$ cat config.mk
export PLATFORM = sky130hd
export DESIGN_NAME = repsub_divider
export DESIGN_NICKNAME = d
export VERILOG_FILES = /design/src/rtl/repsub_divider.sv
export SDC_FILE = /design/constraint.sdc
export NUM_CORES = 1
export LEC_CHECK = 0
export BUFFER_PORTS_ARGS = -buffer_cell sky130_fd_sc_hd__buf_4
export CAP_MARGIN = 0
export CORE_MARGIN = 2
export CORE_UTILIZATION = 61
export DETAILED_ROUTE_END_ITERATION = 16
export PLACE_DENSITY = 0.83
export SYNTH_ARGS = -nofsm -noshare
export SYNTH_HDL_FRONTEND = slang
export SYNTH_SLANG_ARGS = --single-unit
$ cat constraint.sdc
create_clock -name clk -period 6.45 [get_ports clk]
set_input_delay 0.3225 -clock clk [delete_from_list [all_inputs] [get_ports clk]]
set_output_delay 0.3225 -clock clk [all_outputs]
set_load 0.05 [all_outputs]
$ cat src/rtl/repsub_divider.sv
// rtl/repsub_divider.sv - sequential unsigned divider using repeated subtraction
//
// Purpose:
//   Computes quotient and remainder of two WIDTH-bit unsigned operands.
//   Each subtraction of the divisor from the running remainder takes one clock.
//   Operands arrive serially on one shared bus: the dividend first, then the divisor.
//
// Ports:
//   clk          system clock, rising edge
//   rst          synchronous active-high reset, has priority over everything
//   start        request a division; only sampled in IDLE or DONE
//   data_in      operand bus: dividend in LOAD_A, divisor in LOAD_B
//   quotient     quotient counter Q (intermediate values visible while computing)
//   remainder    running remainder register A
//   busy         high while loading or computing
//   done         high in DONE; quotient/remainder are valid while it is high
//   div_by_zero  high in DONE when the loaded divisor was zero

module repsub_divider #(
  parameter int WIDTH = 16
) (
  input  logic             clk,
  input  logic             rst,
  input  logic             start,
  input  logic [WIDTH-1:0] data_in,
  output logic [WIDTH-1:0] quotient,
  output logic [WIDTH-1:0] remainder,
  output logic             busy,
  output logic             done,
  output logic             div_by_zero
);

  typedef enum logic [2:0] {
    S_IDLE    = 3'd0,
    S_LOAD_A  = 3'd1,
    S_LOAD_B  = 3'd2,
    S_COMPUTE = 3'd3,
    S_DONE    = 3'd4
  } state_t;

  localparam logic [WIDTH-1:0] ZERO = '0;
  localparam logic [WIDTH-1:0] ONE  = {{(WIDTH-1){1'b0}}, 1'b1};

  state_t           state;
  logic [WIDTH-1:0] a;  // dividend, then running remainder
  logic [WIDTH-1:0] b;  // divisor
  logic [WIDTH-1:0] q;  // quotient counter

  // Results are read straight from the datapath registers.
  assign quotient  = q;
  assign remainder = a;

  // busy and done are registered alongside the state so that they change on the
  // same edge as the state they describe.
  always_ff @(posedge clk) begin
    if (rst) begin
      state       <= S_IDLE;
      a           <= ZERO;
      b           <= ZERO;
      q           <= ZERO;
      busy        <= 1'b0;
      done        <= 1'b0;
      div_by_zero <= 1'b0;
    end else begin
      case (state)
        S_IDLE: begin
          if (start) begin
            state <= S_LOAD_A;
            busy  <= 1'b1;
          end
        end

        S_LOAD_A: begin
          a     <= data_in;
          state <= S_LOAD_B;
        end

        S_LOAD_B: begin
          // The previous result's div_by_zero stays visible until this edge.
          b           <= data_in;
          q           <= ZERO;
          div_by_zero <= 1'b0;
          state       <= S_COMPUTE;
        end

        S_COMPUTE: begin
          if (b == ZERO) begin
            // Leave A holding the dividend so the caller can still see it.
            div_by_zero <= 1'b1;
            q           <= ZERO;
            state       <= S_DONE;
            busy        <= 1'b0;
            done        <= 1'b1;
          end else if (a >= b) begin
            // Guarded by a >= b, so this never wraps; q is bounded by the dividend.
            a <= a - b;
            q <= q + ONE;
          end else begin
            state <= S_DONE;
            busy  <= 1'b0;
            done  <= 1'b1;
          end
        end

        S_DONE: begin
          // Back-to-back launch: done drops on the same edge that accepts start.
          if (start) begin
            state <= S_LOAD_A;
            busy  <= 1'b1;
            done  <= 1'b0;
          end
        end

        default: begin
          state <= S_IDLE;
          busy  <= 1'b0;
          done  <= 1'b0;
        end
      endcase
    end
  end

endmodule

==> results of run 1 <==
layout by cell type, fill, tap and decap left out, types with 3 or more instances in the layout:
| master | instances |
|---|---|
| a31oi_1 | 3 |
| a311oi_1 | 11 |
| xnor2_1 | 15 |
| nor2_1 | 44 |
| o31ai_1 | 6 |
| dfxtp_1 | 54 |
| nand3_1 | 13 |
| a21oi_1 | 48 |
| or3_1 | 5 |
| ha_1 | 17 |
| nand4_1 | 7 |
| or4_1 | 3 |
| o21ai_0 | 11 |
| nand2_1 | 71 |
| buf_4 | 55 |
| clkbuf_8 | 5 |
| nor4_1 | 6 |
| o211ai_1 | 3 |
| inv_1 | 25 |
| a211oi_1 | 9 |
| a21o_1 | 9 |
| nor3_1 | 8 |
worst min path at each step:
stage                  startpoint            endpoint  slack [ns]  cells past startpoint
6_report               data_in[1]   b[1]$_SDFFE_PP0P_        0.25                      3
5_1_grt                data_in[1]   b[1]$_SDFFE_PP0P_        0.26                      3
4_1_cts                data_in[1]   b[1]$_SDFFE_PP0P_        0.25                      3
3_5_place_dp    b[9]$_SDFFE_PP0P_   b[9]$_SDFFE_PP0P_        0.46                      2
3_3_place_gp   b[14]$_SDFFE_PP0P_  b[14]$_SDFFE_PP0P_        0.46                      2
2_1_floorplan  b[10]$_SDFFE_PP0P_  b[10]$_SDFFE_PP0P_        0.45                      2
kinds of logic after synthesis:
logic type | after synthesis | share of synthesized area
simple gates | 172 | 0.240
compound gates | 120 | 0.239
flops | 54 | 0.332
buf+inv | 51 | 0.0626
fa+ha+maj | 18 | 0.0714
xor+xnor | 17 | 0.0457
mux | 3 | 0.00960
power breakdown:
group / leakage, nW / switching (mW) / internal [mW] / total [mW]
logic: 0.984 / 0.622 / 0.377 / 1.00
clock network: 0.0579 / 0.116 / 0.115 / 0.231
registers: 0.439 / 0.0544 / 0.386 / 0.441
tightest hold or removal path, cell delays in order:
cell,delay (ns)
buf_4,0.11
nand2_1,0.05
a21oi_1,0.05
sequential cells by signal, summed over array words and instances (netlist names):
name and cells:
b 16, busy 1, div_by_zero 1, done 1, quotient 16, remainder 16
state 3
per-layer routing:
| layer | up-vias | part of all wire |
|---|---|---|
| li1 | 1614 | - |
| met4 | 0 | 0.012 |
| met1 | 1516 | 0.47 |
| met5 | - | 0 |
| met2 | 100 | 0.45 |
| met3 | 10 | 0.067 |
cell type report:
| class | instances | share of cell area |
|---|---|---|
| multi-input combinational | 330 | 0.525 |
| inverter | 26 | 0.0259 |
| clock buffer | 5 | 0.0183 |
| timing repair buffer | 55 | 0.110 |
| sequential | 54 | 0.287 |
| clock inverter | 3 | 0.0106 |
| tap | 70 | 0.0232 |
per-stage QoR:
stage / total power [mW] / setup slack [ns] / instance area [um^2] / utilization
3_5_place_dp: 1.43 / 3.39 / 3660 / 0.712
3_3_place_gp: 1.41 / 3.57 / 3660 / 0.712
6_report: 1.67 / 3.37 / 3770 / 0.733
5_1_grt: 1.79 / 3.16 / 3770 / 0.733
2_1_floorplan: 1.22 / 3.59 / 3260 / -
4_1_cts: 1.66 / 3.39 / 3770 / 0.733
==> results_dict.tcl, run 1 <==
set metrics [dict create \
    ant_nets 0 \
    relSlewSlack 0.414 \
    gp_congestion 0.910 \
    dp_hpwl_um 5810 \
    route.detailed.drc 0 \
    endpoint_kind "register" \
    grt_antenna_before_repair 0 \
    clock_sinks 54 \
    slowest_delay_ns 0.73 \
    rr_worst_depth 9 \
    path_depth 9 \
    cts_buffers 5 \
    seq_area_um2 1080 \
    ys_ff_latch 54 \
    yosys_warnings 0 \
    use_met2 0.451 \
    r2r_slack_ns 3.37 \
    async_flop_share 0 \
    grt_pass1_vias 2933 \
    routed-via-count 3240 \
    ctsHoldBuffers 0 \
    finalNetCount 509 \
    syn-num-nets 472 \
    fin_crit_sh 0.478 \
    synth_area_um2 3260 \
    yosysMostFrequentCell "nand2_1" \
    n_antenna_cell 0 \
    synth_top_area_share 0.332 \
    dr.pass1.iters 5 \
    use_met3 0.0471 \
    busiest_layer "met2" \
    ir_drop_mv 0.282 \
    clk_pin_slew_ns 0.10 \
    coreArea_um2 5140 \
    synth_edf_count 0 \
    dp.cells 535 \
    p_per_area_nw_per_um2 444 \
    fmax_mhz 324 \
    cts_setup_buffers 0 \
    fillers 433 \
    fin_hold_ws_ns 0.251 \
    arrival_ns 3.31 \
    required_ns 6.68 \
    setup_viol 0 \
    crit_path_end "quotient[10]$_SDFFE_PP0P_" \
    grt_pass1_wl_um 13900 \
    path_cells "inv_1 > ha_1 > and3_4 > a221oi_2 > o21ai_2 > a41oi_1 > a21o_1 > nor2_1 > o31ai_1" \
    start_util 0.634 \
    hp-class "in -> reg" \
    clkLatencyLatePin_ns 0.31 \
    synth_cells 435 \
    rsz0062_at_grt "false" \
    die_w_um 77.1 \
    worst_slew_pin_slew_ns 0.867 \
    ys_top_cells_by_count "71 x nand2_1, 54 x dfxtp_1, 48 x a21oi_1, 44 x nor2_1, 25 x inv_1" \
    viasPerCell 5.97 \
    grt.total_usage 0.285 \
    grt_max_degree 42 \
    multi_input_area_um2 1980 \
    r2r-start "b[13]$_SDFFE_PP0P_" \
    outcome "completed" \
    row_count 26 \
    finalSetupTns_ns 0 \
    clk_path_buf_depth 2 \
    maxCapViolations 0 \
    worst_setup_path_start_kind "register" \
    leakage_nw 1.48 \
    gr-usage-met1 0.400 \
    synth-main-ff-cell "dfxtp_1" \
    routed_wl_um 8250 \
    area_growth_pct 15.6 \
    htree_levels 2 \
    drtIter0Drc 286 \
    fin_crit_ns 3.08 \
    drive_gt1_frac 0.156 \
    post_synth_num_cell_types 56 \
    grt.overflow.total 0 \
    crit_fanout 12 \
    critical_path_buf_inv_count 1 \
    syn_area_per_cell_um2 7.49 \
    die_area_um2 5940 \
    yosys.area.top_type "dfxtp_1" \
    portBuffers 53 \
    synth_seq_area_share 0.332 \
    crit_family "compound AO/OA/AOI/OAI gates" \
    r2r-end "quotient[10]$_SDFFE_PP0P_" \
    finalNonFillerCells 543 \
    drv_slew 0 \
    clock_skew_ns 0.00863 \
    clock-root-buffer "clkbuf_8" \
    wl_per_cell_um 15.2 \
    ios 54 \
    tritoncts "yes" \
    crit_start "b[13]$_SDFFE_PP0P_" \
    ys_top_cells_by_area "dfxtp_1 33%, nand2_1 8.2%, a21oi_1 7.4%" \
    cts_resized 0 \
    criticalPathCategory "reg -> reg" \
    die_h_um 77.1 \
    slowest_stage "a41oi_1" \
    hold_violations 0 \
]
No activity file was read; power rests on OpenSTA's default activity.
==> run 2, diff against run 1 <==
--- a/config.mk
+++ b/config.mk
@@ -5,12 +5,13 @@
 export SDC_FILE = /design/constraint.sdc
 export NUM_CORES = 1
 export LEC_CHECK = 0
+export ABC_AREA = 1
 export BUFFER_PORTS_ARGS = -buffer_cell sky130_fd_sc_hd__buf_4
 export CAP_MARGIN = 0
 export CORE_MARGIN = 2
-export CORE_UTILIZATION = 61
+export CORE_UTILIZATION = 58
 export DETAILED_ROUTE_END_ITERATION = 16
-export PLACE_DENSITY = 0.83
+export PLACE_DENSITY = 0.79
 export SYNTH_ARGS = -nofsm -noshare
 export SYNTH_HDL_FRONTEND = slang
 export SYNTH_SLANG_ARGS = --single-unit
==> constraint.sdc (replaced) <==
create_clock -name clk -period 3 [get_ports clk]
set_input_delay 0.15 -clock clk [delete_from_list [all_inputs] [get_ports clk]]
set_output_delay 0.15 -clock clk [all_outputs]
set_load 0.05 [all_outputs]
==> run 2 against run 1 <==
Via count is 9.9% higher; non-clock buffer count shrank 1; synthesized area rose by 10%.
==> results_dict.tcl, run 2 <==
set metrics [dict create \
    synth_xor_xnor_area_share 0.0122 \
    dr.pass1.iters 4 \
    crit_fanout 13 \
    finalSetupTns_ns 0 \
    ys_ff_latch 54 \
    holdPathStages 3 \
    synth_edf_count 0 \
    crit_top_cell "nand2_1" \
    tritoncts "yes" \
    final_common_cell "nand2_1" \
    clock_skew_ns 0.00916 \
    die_w_um 82.6 \
    route.detailed.drc 0 \
    n_antenna_cell 0 \
    required_ns 3.25 \
    dp_worst_setup_slack_ns 0.716 \
    yosys.area.top_type "dfxtp_1" \
    routed_wl_um 8550 \
    ios 54 \
    synth-simple-area-share 0.357 \
    ys_top_cells_by_count "151 x nand2_1, 68 x inv_1, 59 x nor2_1, 54 x dfxtp_1, 47 x a21oi_1" \
    start_util 0.602 \
    slowest_stage "a21oi_4" \
    setup_viol 0 \
    clkLatencyLatePin_ns 0.31 \
    async_flop_share 0 \
    clk_pin_slew_ns 0.10 \
    syn-num-nets 596 \
    synth_seq_area_share 0.301 \
    routed-via-count 3560 \
    ys_top_cells_by_area "dfxtp_1 30%, nand2_1 16%, inv_1 7.1%" \
    synth_compound_area_frac 0.156 \
    htree_levels 2 \
    grt_pass1_wl_um 14200 \
    cts_setup_buffers 0 \
    viasPerCell 5.24 \
    fmax_mhz 430 \
    cts_buffers 5 \
    r2r-start "remainder[0]$_SDFFE_PP0P_" \
    seq_area_um2 1080 \
    grt.total_usage 0.263 \
    worst_slack_ns 0.672 \
    clock_sinks 54 \
    yosysMostFrequentCell "nand2_1" \
    synth_top_area_share 0.301 \
    syn_area_per_cell_um2 6.41 \
    synth_mux_area_frac 0 \
    r2r_slack_ns 0.67 \
    post_synth_num_cell_types 40 \
    synth-adder-area-share 0.0649 \
    hold_violations 0 \
    clock-root-buffer "clkbuf_8" \
    dp_hpwl_um 6330 \
    arrival_ns 2.57 \
    finalNetCount 640 \
    grt_pass1_vias 3225 \
    grt_max_degree 37 \
    r2r-end "remainder[4]$_SDFFE_PP0P_" \
    gp_congestion 0.887 \
    ctsHoldBuffers 0 \
    fillers 549 \
    yosys_warnings 0 \
    hp-start "start" \
    drive_gt1_frac 0.167 \
    portBuffers 53 \
    rsz0062_at_grt "false" \
    wl_per_cell_um 12.6 \
    worst_slew_pin_slew_ns 0.774 \
    synth-main-ff-cell "dfxtp_1" \
    relSlewSlack 0.483 \
    path_cells "inv_1 > ha_1 > fa_1 > inv_1 > nand2_1 > nand2_1 > nand3_2 > nand3_2 > nand2_2 > nand2_4 > nand2_4 > a21oi_4 > nand2_1 > a21oi_2" \
    die_h_um 82.6 \
    criticalPathCategory "reg -> reg" \
    synth_top_family_by_area "simple AND/OR/NAND/NOR gates" \
    hp-class "in -> reg" \
    most-common-layout-cells "151 x nand2_1, 68 x inv_1, 59 x nor2_1" \
    hold-path-endpoint "busy$_SDFFE_PP0P_" \
    rr_worst_depth 14 \
    worst_setup_path_start_kind "register" \
    drtIter0Drc 214 \
    area_growth_pct 15.1 \
    coreArea_um2 5960 \
    dp.cells 671 \
    multi_input_area_um2 2120 \
    drv_slew 0 \
    maxCapViolations 0 \
    ant_nets 0 \
    cts_resized 0 \
    row_count 28 \
    synth_cells 559 \
    endpoint_kind "register" \
    slowest_delay_ns 0.39 \
    fin_crit_ns 2.33 \
    grt.overflow.total 0 \
    finalNonFillerCells 679 \
    synth_area_um2 3590 \
    grt_antenna_before_repair 0 \
    fin_crit_sh 0.776 \
    die_area_um2 6830 \
    outcome "completed" \
    clk_path_buf_depth 2 \
]
[run 2: cell type report]
cell class | instances | area share
multi-input combinational | 411 | 0.513
timing repair buffer | 54 | 0.0982
sequential | 54 | 0.262
tap | 75 | 0.0227
clock inverter | 2 | 0.0145
inverter | 77 | 0.0700
clock buffer | 6 | 0.0200
[run 2: cell families (layout without fill, tap and decap cells)]
| group | count (synthesis) | in the layout |
|---|---|---|
| AO/OA/AOI/OAI | 98 | 98 |
| XOR/XNOR | 5 | 5 |
| adder cells (fa/ha/maj) | 18 | 18 |
| buffers and inverters | 94 | 139 |
| flip-flops | 54 | 54 |
| AND/OR/NAND/NOR | 290 | 290 |
[run 2: layer usage]
layer | part of all wire | routed length [um] | GRT usage | vias to the layer above
met3 | 0.041 | 348 | 0.0326 | 13
met2 | 0.49 | 4190 | 0.473 | 65
met1 | 0.45 | 3880 | 0.330 | 1607
li1 | - | - | - | 1875
met4 | 0.015 | 127 | 0.0738 | 0
met5 | 0 | 0 | 0 | -
[run 2: per-stage QoR]
stage	hold WS (ns)	util	area [um^2]
after CTS	0.117	0.693	4130
after global routing	0.128	0.693	4130
after global placement	0.439	0.669	3990
after floorplan	0.317	-	3590
final	0.116	0.693	4130
after detailed placement	0.449	0.669	3990
[run 2: worst max-delay path by stage]
stage	start	endpoint	slack, ns	cells after the start
4_1_cts	remainder[0]$_SDFFE_PP0P_	remainder[15]$_SDFFE_PP0P_	0.68	14
3_5_place_dp	remainder[0]$_SDFFE_PP0P_	remainder[15]$_SDFFE_PP0P_	0.72	14
6_report	remainder[0]$_SDFFE_PP0P_	remainder[4]$_SDFFE_PP0P_	0.67	14
2_1_floorplan	remainder[0]$_SDFFE_PP0P_	remainder[8]$_SDFFE_PP0P_	0.63	16
3_3_place_gp	remainder[0]$_SDFFE_PP0P_	quotient[14]$_SDFFE_PP0P_	0.79	15
5_1_grt	remainder[0]$_SDFFE_PP0P_	quotient[14]$_SDFFE_PP0P_	0.42	15
[run 2: critical path: cells and delay by family, from the launching register on]
family	cells	cell delay (ns)
and+or+nand+nor	8	0.67
adders and majority gates	2	0.56
AOI/OAI and AO/OA	2	0.52
DFF	1	0.36
buffers and inverters	2	0.15
Power of run 2 is left out: the tool's default activity adds up to more than one toggle a clock period on the data nets, which glitch-free logic cannot reach.
==> run 3, diff against run 2 <==
==> constraint.sdc (replaced) <==
create_clock -name clk -period 2.4 [get_ports clk]
set_input_delay 0.12 -clock clk [delete_from_list [all_inputs] [get_ports clk]]
set_output_delay 0.12 -clock clk [all_outputs]
set_load 0.05 [all_outputs]
==> run 3 against run 2 <==
Final cell count is 0.44% higher; sequential share of layout area hardly changed; clock skew is 0.0015 ns lower; critical path type unchanged; utilization hardly changed; global-route usage is 1.2 points higher; register-to-register slack worse by 0.46 ns; non-clock buffer count is 3 higher; worst setup slack worse by 0.46 ns; maximum frequency is 6.2% higher.
==> results_dict.tcl, run 3 (same netlist as run 2, synthesis figures left out) <==
set metrics [dict create \
    clkLatencyLatePin_ns 0.30 \
    crit_family "simple AND/OR/NAND/NOR gates" \
    clk_path_buf_depth 2 \
    rsz0062_at_grt "false" \
    critical_path_buf_inv_count 3 \
    die_h_um 82.6 \
    setup_viol 0 \
    design_area_um2 4130 \
    outcome "completed" \
    n_antenna_cell 0 \
    cts_buffers 5 \
    drive_gt1_frac 0.171 \
    endpoint_kind "register" \
    clock_skew_ns 0.00768 \
    coreArea_um2 5960 \
    grt.total_usage 0.275 \
    viasPerCell 5.31 \
    slowest_stage "fa_1" \
    required_ns 2.64 \
    path_cells "inv_1 > ha_1 > fa_1 > inv_1 > nand2_1 > nand2_1 > nand3_2 > nand3_2 > nand2_2 > nand2_4 > nand2_4 > a21oi_4 > buf_12 > nand2_1 > a21oi_2" \
    slowest_delay_ns 0.36 \
    fillers 554 \
    crit_fanout 13 \
    grt_pass1_wl_um 14700 \
    drv_slew 0 \
    ios 54 \
    routed_wl_um 8770 \
    ant_nets 0 \
    start_util 0.602 \
    clock_sinks 54 \
    placed_cell_area_um2 4000 \
    grt.overflow.total 0 \
    routed-via-count 3624 \
    dr.pass1.iters 5 \
    fin_hold_ws_ns 0.100 \
    portBuffers 53 \
    fin_crit_ns 2.19 \
    route.detailed.drc 0 \
    gp_congestion 0.874 \
    most-common-layout-cells "151 x nand2_1, 68 x inv_1, 59 x nor2_1" \
    die_area_um2 6830 \
    grt_max_degree 36 \
    wl_per_cell_um 12.9 \
    worst_setup_path_start_kind "register" \
    hp-class "in -> reg" \
    grt_pass1_vias 3317 \
    arrival_ns 2.43 \
    fin_crit_sh 0.914 \
    clk_pin_slew_ns 0.09 \
    clock-root-buffer "clkbuf_8" \
    hold_violations 0 \
    tritoncts "yes" \
    crit_top_cell "nand2_1" \
    finalSetupTns_ns 0 \
    relSlewSlack 0.443 \
    grt_antenna_before_repair 0 \
    htree_levels 2 \
    fmax_mhz 456 \
    drtIter0Drc 201 \
    row_count 28 \
    maxCapViolations 0 \
    area_growth_pct 15.1 \
    worst_slew_pin_slew_ns 0.834 \
    finalNetCount 643 \
    dp_hpwl_um 6450 \
    die_w_um 82.6 \
    criticalPathCategory "reg -> reg" \
    final_common_cell "nand2_1" \
]
-- run 3: cell types whose count changed in the layout (fill, tap and decap cells not counted) --
cell       delta
buf_4         +2
bufinv_16     -2
buf_12        +1
clkbuf_1      +1
clkinv_2      +1
dfxtp_1       -1
dfxtp_2       +1
nand2_2       -1
nand2_8       +1
-- run 3: area by class of cell --
cell class | count | area (um^2) | area share
timing repair buffer | 57 | 440 | 0.107
clock buffer | 7 | 86.3 | 0.0209
clock inverter | 1 | 5.00 | 0.00121
sequential | 54 | 1080 | 0.262
tap | 75 | 93.8 | 0.0227
multi-input combinational | 411 | 2130 | 0.516
inverter | 77 | 289 | 0.0700
-- run 3: through the flow --
step | worst slack (ns) | utilization | instances
final | 0.207 | 0.693 | 682
after global routing | 0.0383 | 0.693 | 682
after CTS | 0.0668 | 0.687 | 681
after detailed placement | 0.0802 | 0.672 | 673
after global placement | 0.191 | 0.672 | 673
after floorplan | 0.0254 | - | 559
-- run 3: worst paths after layout --
path	slack (ns)	start	endpoint	cells past startpoint
setup / recovery	0.21	remainder[0]$_SDFFE_PP0P_	remainder[4]$_SDFFE_PP0P_	15
hold / removal	0.10	data_in[13]	b[13]$_SDFFE_PP0P_	3
setup reg to reg	0.21	remainder[0]$_SDFFE_PP0P_	remainder[4]$_SDFFE_PP0P_	15
hold reg to reg	0.47	b[15]$_SDFFE_PP0P_	b[15]$_SDFFE_PP0P_	2
-- run 3: tightest hold or removal path, stage by stage --
cell	delay (ns)
buf_4	0.08
o21ai_0	0.07
a21oi_1	0.10
-- run 3: routing by layer --
metal / global-route usage / vias up / part of all wire
met5: 0 / - / 0
met1: 0.356 / 1647 / 0.47
met3: 0.0424 / 10 / 0.041
met2: 0.470 / 79 / 0.47
li1: - / 1888 / -
met4: 0.0836 / 0 / 0.014
-- run 3: timing repair --
item                       CTS  global route
hold buffers                 0             0
hold endpoints to repair     0             0
setup buffers                0             1
resized for setup            0             3
setup endpoints to repair    0            30
Power of run 3 is left out for the same reason.
